## src/rtl/control_mac_fir.sv

```systemverilog
// Sequencer for the FIR multiply-accumulate datapath: accepts a sample, walks every tap,
// drains the multiplier pipeline, loads the output register and holds the result.
module control_mac_fir #(
    parameter int unsigned TAPS     = 8,
    parameter int unsigned ADDR_W   = 3,
    parameter int unsigned MULT_LAT = 1
) (
    input  logic              clk,
    input  logic              reset,
    input  logic              in_valid,
    output logic              in_ready,
    output logic              shift_en,
    output logic [ADDR_W-1:0] tap_addr,
    output logic              addr_valid,
    output logic              acc_clr,
    output logic              acc_en,
    output logic              out_load,
    output logic              out_valid,
    input  logic              out_ready,
    output logic              busy
);

    typedef enum logic [2:0] {StIdle, StShift, StMac, StFlush, StLoad, StHold} state_e;

    localparam logic [ADDR_W-1:0] LastTap   = ADDR_W'(TAPS - 1);
    localparam logic [2:0]        FlushLast = (MULT_LAT > 0) ? 3'(MULT_LAT - 1) : 3'd0;

    state_e            state_q, state_d;
    logic [ADDR_W-1:0] tap_q, tap_d;
    logic [2:0]        flush_q, flush_d;

    always_ff @(posedge clk or posedge reset) begin
        if (reset) begin
            state_q <= StIdle;
            tap_q   <= '0;
            flush_q <= '0;
        end else begin
            state_q <= state_d;
            tap_q   <= tap_d;
            flush_q <= flush_d;
        end
    end

    always_comb begin
        state_d = state_q;
        tap_d   = tap_q;
        flush_d = flush_q;
        case (state_q)
            StIdle: begin
                if (in_valid) state_d = StShift;
            end
            StShift: begin
                tap_d   = '0;
                state_d = StMac;
            end
            StMac: begin
                flush_d = '0;
                if (tap_q == LastTap) begin
                    state_d = (MULT_LAT > 0) ? StFlush : StLoad;
                end else begin
                    tap_d = tap_q + 1'b1;
                end
            end
            StFlush: begin
                flush_d = flush_q + 1'b1;
                if (flush_q == FlushLast) state_d = StLoad;
            end
            StLoad: begin
                state_d = StHold;
            end
            StHold: begin
                if (out_ready) state_d = in_valid ? StShift : StIdle;
            end
            default: begin
                state_d = StIdle;
            end
        endcase
    end

    always_comb begin
        in_ready   = (state_q == StIdle) || ((state_q == StHold) && out_ready);
        shift_en   = (state_q == StShift);
        acc_clr    = (state_q == StShift);
        addr_valid = (state_q == StMac);
        out_load   = (state_q == StLoad);
        out_valid  = (state_q == StHold);
        busy       = (state_q != StIdle);
    end

    assign tap_addr = tap_q;

    // acc_en tracks addr_valid through the multiplier latency; reset drops anything in flight.
    if (MULT_LAT > 0) begin : g_lat
        logic [MULT_LAT-1:0] lat_q, lat_d;

        always_comb lat_d = MULT_LAT'({lat_q, addr_valid});

        always_ff @(posedge clk or posedge reset) begin
            if (reset) lat_q <= '0;
            else       lat_q <= lat_d;
        end

        assign acc_en = lat_q[MULT_LAT-1];
    end else begin : g_nolat
        assign acc_en = addr_valid;
    end

endmodule

```

## config.mk

```make
export PLATFORM = sky130hd
export DESIGN_NAME = control_mac_fir
export DESIGN_NICKNAME = d
export VERILOG_FILES = /design/src/rtl/control_mac_fir.sv
export SDC_FILE = /design/constraint.sdc
export NUM_CORES = 1
export LEC_CHECK = 0
export ABC_AREA = 1
export CAP_MARGIN = 20
export CORE_UTILIZATION = 41
export CTS_CLUSTER_SIZE = 8
export DETAILED_ROUTE_END_ITERATION = 10
export HOLD_SLACK_MARGIN = 0.1
export PLACE_DENSITY = 0.8
export SYNTH_ARGS = -nofsm -noshare
export SYNTH_HDL_FRONTEND = slang
export SYNTH_SLANG_ARGS = --single-unit
```

## constraint.sdc

```tcl
create_clock -name clk -period 1.2 [get_ports clk]
set_input_delay 0.18 -clock clk [delete_from_list [all_inputs] [get_ports clk]]
set_output_delay 0.18 -clock clk [all_outputs]
set_load 0.02 [all_outputs]
```

=== Yosys cells after proc, flatten, opt, wreduce, memory -nomap -nowiden ===
Index checks and enable logic that the tools add are counted.

* Bits in registers: 10
* Output and inout port bits: 11
* Bits of input ports: 4
* Word-level logic and storage cells: 35

* Multiplexer cells: 9
* Add/sub/neg operators: 2
* Reductions and logical operators: 9
* Equality and inequality tests: 11

{| class="wikitable"
|+ Operators with widths
! cell !! count
|-
| 3-bit case mux with 6 select lines || 1
|-
| 3-bit two-way mux || 5
|-
| 3-bit case mux with 2 select lines || 2
|-
| 3-bit == test, second input constant || 3
|-
| 3-bit by 1-bit adder with 3-bit output, second input constant || 2
|-
| 3-bit by 2-bit == test with 1-bit output, second input constant || 2
|-
| 3-bit logical NOT || 2
|-
| 2-bit != test, second input constant || 3
|-
| 2-bit by 1-bit != test with 1-bit output, second input constant || 2
|-
| 4-bit AND reduction || 1
|-
| 2-bit nonzero test || 2
|-
| 3-bit by 1-bit == test with 1-bit output, second input constant || 1
|-
| 3-bit nonzero test || 1
|-
| 2-bit AND reduction || 1
|-
| 1-bit logical AND || 1
|-
| 1-bit logical OR || 1
|-
| 1-bit two-way mux || 1
|}

=== Logic depth before layout (Yosys ltp) ===
* Word-level depth: 3
* Mapped depth: 8
* Gate-level depth less buffers: 8

=== Worst setup path before layout ===
Ideal clock, no wire load.

* Path kind: reg2reg
* Start: register tap_q[0] (netlist: tap_addr[0])
* End: register tap_q[0] (netlist: tap_addr[0])
* Setup time: 0.130 ns
* Clock period less this slack: 1.344 ns
* Path buffers: 0
* Required time: 1.070 ns
* Stages on the path, launching flop included: 7
* Arrival time: 1.214 ns
* Path slack: -0.144 ns
* Path through: dfrtp_1 -> ha_1 -> ha_1 -> nor2_2 -> nor2_2 -> nand2_1 -> o21ai_1

* Longest elaborated chain between the ends: 3
* Elaborated cells on any way between the ends: 6
* Classes of those cells: add/sub (1); eq/ne (2); mux (2); reduce/logical (1)

{| class="wikitable"
|+ Ends and longest elaborated chain
! what !! line !! RTL
|-
| start, declared || 29 || <nowiki>logic [ADDR_W-1:0] tap_q, tap_d;</nowiki>
|-
| start signal, assigned || 39 || <nowiki>tap_q <= tap_d;</nowiki>
|-
| 3-bit by 1-bit adder with 3-bit output / 3-bit == test (equally long branches) || 61, 58 ||
|-
| 3-bit two-way mux / 2-bit != test (equally long branches) || n/a ||
|-
| 3-bit case mux with 2 select lines / 2-bit AND reduction (equally long branches) || n/a ||
|}

Several ways; a longest one is shown, not always the timed one. The select of a mux whose other input is x is not followed.
A chain may end at the register's enable or synchronous reset.

=== Worst setup path after layout ===
* Start: register state_q[2]
* End: output port addr_valid

* Longest elaborated chain between the ends: 1

{| class="wikitable"
|+ Ends and longest elaborated chain
! what !! line !! RTL
|-
| start, declared || 28 || <nowiki>state_e state_q, state_d;</nowiki>
|-
| start signal, assigned || 34 || <nowiki>state_q <= StIdle;</nowiki>
|-
| start signal, assigned || 38 || <nowiki>state_q <= state_d;</nowiki>
|-
| 3-bit by 2-bit == test with 1-bit output || 84 || <nowiki>addr_valid = (state_q == StMac);</nowiki>
|-
| end, declared || 14 || <nowiki>output logic addr_valid,</nowiki>
|}

Every way passes these cells.

==> results.toml <==
[route]
via_count = 633
wl_per_cell_um = 14.2
viasPerCell = 5.02
drcViolationCount = 0
drt_iter0_markers = 5
antenna_left = 0
drt_wl_total_mm = 1.79
first_pass_iters = 4

[die]
dieArea_mm2 = 0.00154
rows = 13
ios = 15
start_util_pct = 43.6
coreArea_mm2 = 0.00130
die_y_um = 39.2
die_w_um = 39.2

[sta]
hold_violations = 0
rsz0062_at_grt = "true"
skew_ns = 0.00125
tightest_slew_ns = 0.390
final_max_slew_viol_count = 0
period_share_pct = 118
slew_headroom_pct = 74.0
setup_viol = 13
fin_crit_ns = 1.42
worst_slack_ns = -0.217
fmax_ghz = 0.706

[yosys]
synth_commonest_cells = "nand2_1, inv_1, dfrtp_1"
synthCells = 74
async_flop_share_pct = 100
yosysTopAreaCell = "dfrtp_1"
ys_ff_latch = 10
ys_warn_count = 0
synth_fp_nets = 82
synth_area_leaders = "dfrtp_1, nand2_1, ha_1"
synth_most_common_cell = "nand2_1"
synth.distinct_cells = 13
ys.flop_type = "dfrtp_1"
synth.yosys.seq_area_share_pct = 44.2
synth_edf_count = 0
synth_top_area_share_pct = 44.2
synth_area_um2 = 567
syn_area_per_cell_um2 = 7.66

[finish]
n_antenna_cell = 0
syn_to_final_growth_pct = 74.8
nets = 120
utilization_pct = 76.2
layout-drive-gt1-share_pct = 52.3

[power]
fin_total_pwr_w = 0.00276
powerDensity_mw_per_mm2 = 2780
max-vdd-ir-drop_v = 0.00156
p_leak_nw = 0.515

[grt]
grt_pass1_vias = 552
grt_max_degree = 11
grt_use_total_pct = 25.8
grt.overflow.total = 0
grt_pass1_wl_mm = 2.40
antenna_found_initial = 0

[placed_design]
place_congestion = 0.848
place_hpwl_mm = 1.04
portBuffers = 14

[critical_path]
crit_path_max_fanout = 5
required_ns = 1.02
cp-end-kind = "output pin"
reg2reg_setup_slack_ns = -0.20
crit_type = "flop to output pin"
cp-start-kind = "flop"
arrival_ns = 1.24

[job]
cap_violations = 0

[cts]
cts_buffer_depth = 2
clk_latency_ns = 0.27
clkTransAtPathRegs_ns = 0.07
cts_tree = "built"
clkSinkCount = 10
cts-root-buf = "clkbuf_4"
holdBufCountCts = 0
numCtsBuffers = 3
htreeDepth = 1

[min_path]
min_path_type = "input pin to async pin"

[status]
outcome = "finished, violations left"
violations = "negative setup slack"
## flip-flops by register name, indices dropped and copies added (netlist names)
| name | flops |
|---|---|
| tap_addr | 3 |
| state_q | 3 |
| acc_en | 1 |
| flush_q | 3 |
## metrics by stage
stage	area (um2)	worst slack (ns)	setup TNS [ns]	hold slack, ns	instances
floorplan	594	0.00394	0	0.0200	74
global placement	836	-0.327	-1.80	0.476	114
detailed placement	836	-0.362	-2.16	0.488	114
CTS	907	-0.188	-1.37	0.201	122
global route	991	-0.253	-2.87	0.225	126
finish	991	-0.217	-2.38	0.183	126
## cells by family after synthesis
kind of cell               count (synthesis)  share of synthesized area [%]
AOI/OAI and AO/OA                          8                           7.06
xor gates and xnor gates                   1                           1.55
adders and majority gates                  4                           8.83
buffers and inverters                     13                           9.27
DFF                                       10                           44.2
and+or+nand+nor                           38                           29.1
## metal layers
| layer | GRT usage (%) | wire (um) | up-vias |
|---|---|---|---|
| li1 | - | - | 301 |
| met1 | 27.0 | 776 | 309 |
| met2 | 42.5 | 845 | 15 |
| met3 | 6.94 | 82 | 8 |
| met4 | 20.7 | 90 | 0 |
| met5 | 0 | 0 | - |
## layout make-up
cell class	instances	area (um2)
timing repair buffer	34	287
tap	15	18.8
inverter	12	45.0
multi-input combinational	51	350
clock buffer	4	36.3
fill	92	310
sequential	10	254
## worst max-delay path: stages, from the launching register on
cell and delay (ns):
dfrtp_1 0.44, inv_2 0.13, nand2_1 0.13, nor2_4 0.12
buf_4 0.15
## placed cells by master (no fill, tap or decap), types with 2 or more instances in the layout
cell type / count
buf_4: 20
buf_6: 7
clkbuf_2: 2
clkbuf_4: 3
clkdlybuf4s50_1: 3
dfrtp_1: 7
dfrtp_2: 3
dlygate4sd2_1: 2
ha_1: 2
inv_1: 7
inv_2: 5
nand2_1: 19
nand2_2: 2
nand3_2: 3
nor2_1: 5
nor2_4: 5
o21ai_0: 2
o21ai_1: 3
o21ai_2: 3
## what timing repair did
action,in CTS,in global routing
pin swaps,3,4
setup endpoints to repair,16,18
setup buffers,4,4
resized for setup,50,22
## power by group
part           leakage [nW]  switching, W  total, W  internal, W
logic                 0.368      0.000980   0.00184     0.000856
clock network        0.0210      0.000136  0.000320     0.000185
registers             0.127      0.000130  0.000602     0.000473
## worst paths after layout
path                            depth (start not counted)                       to                    start
max in group asynchronous                               2   state_q[0]$_DFFE_PP0P_                    reset
min in group clk                                        1  tap_addr[0]$_DFFE_PP0P_  tap_addr[0]$_DFFE_PP0P_
worst max register to register                          8  tap_addr[0]$_DFFE_PP0P_   state_q[2]$_DFFE_PP0P_
worst min register to register                          1  tap_addr[0]$_DFFE_PP0P_  tap_addr[0]$_DFFE_PP0P_
worst max-delay path                                    4               addr_valid   state_q[2]$_DFFE_PP0P_
worst min-delay path                                    2  tap_addr[2]$_DFFE_PP0P_                    reset
Note: power is estimated with default switching activity, not from simulation.
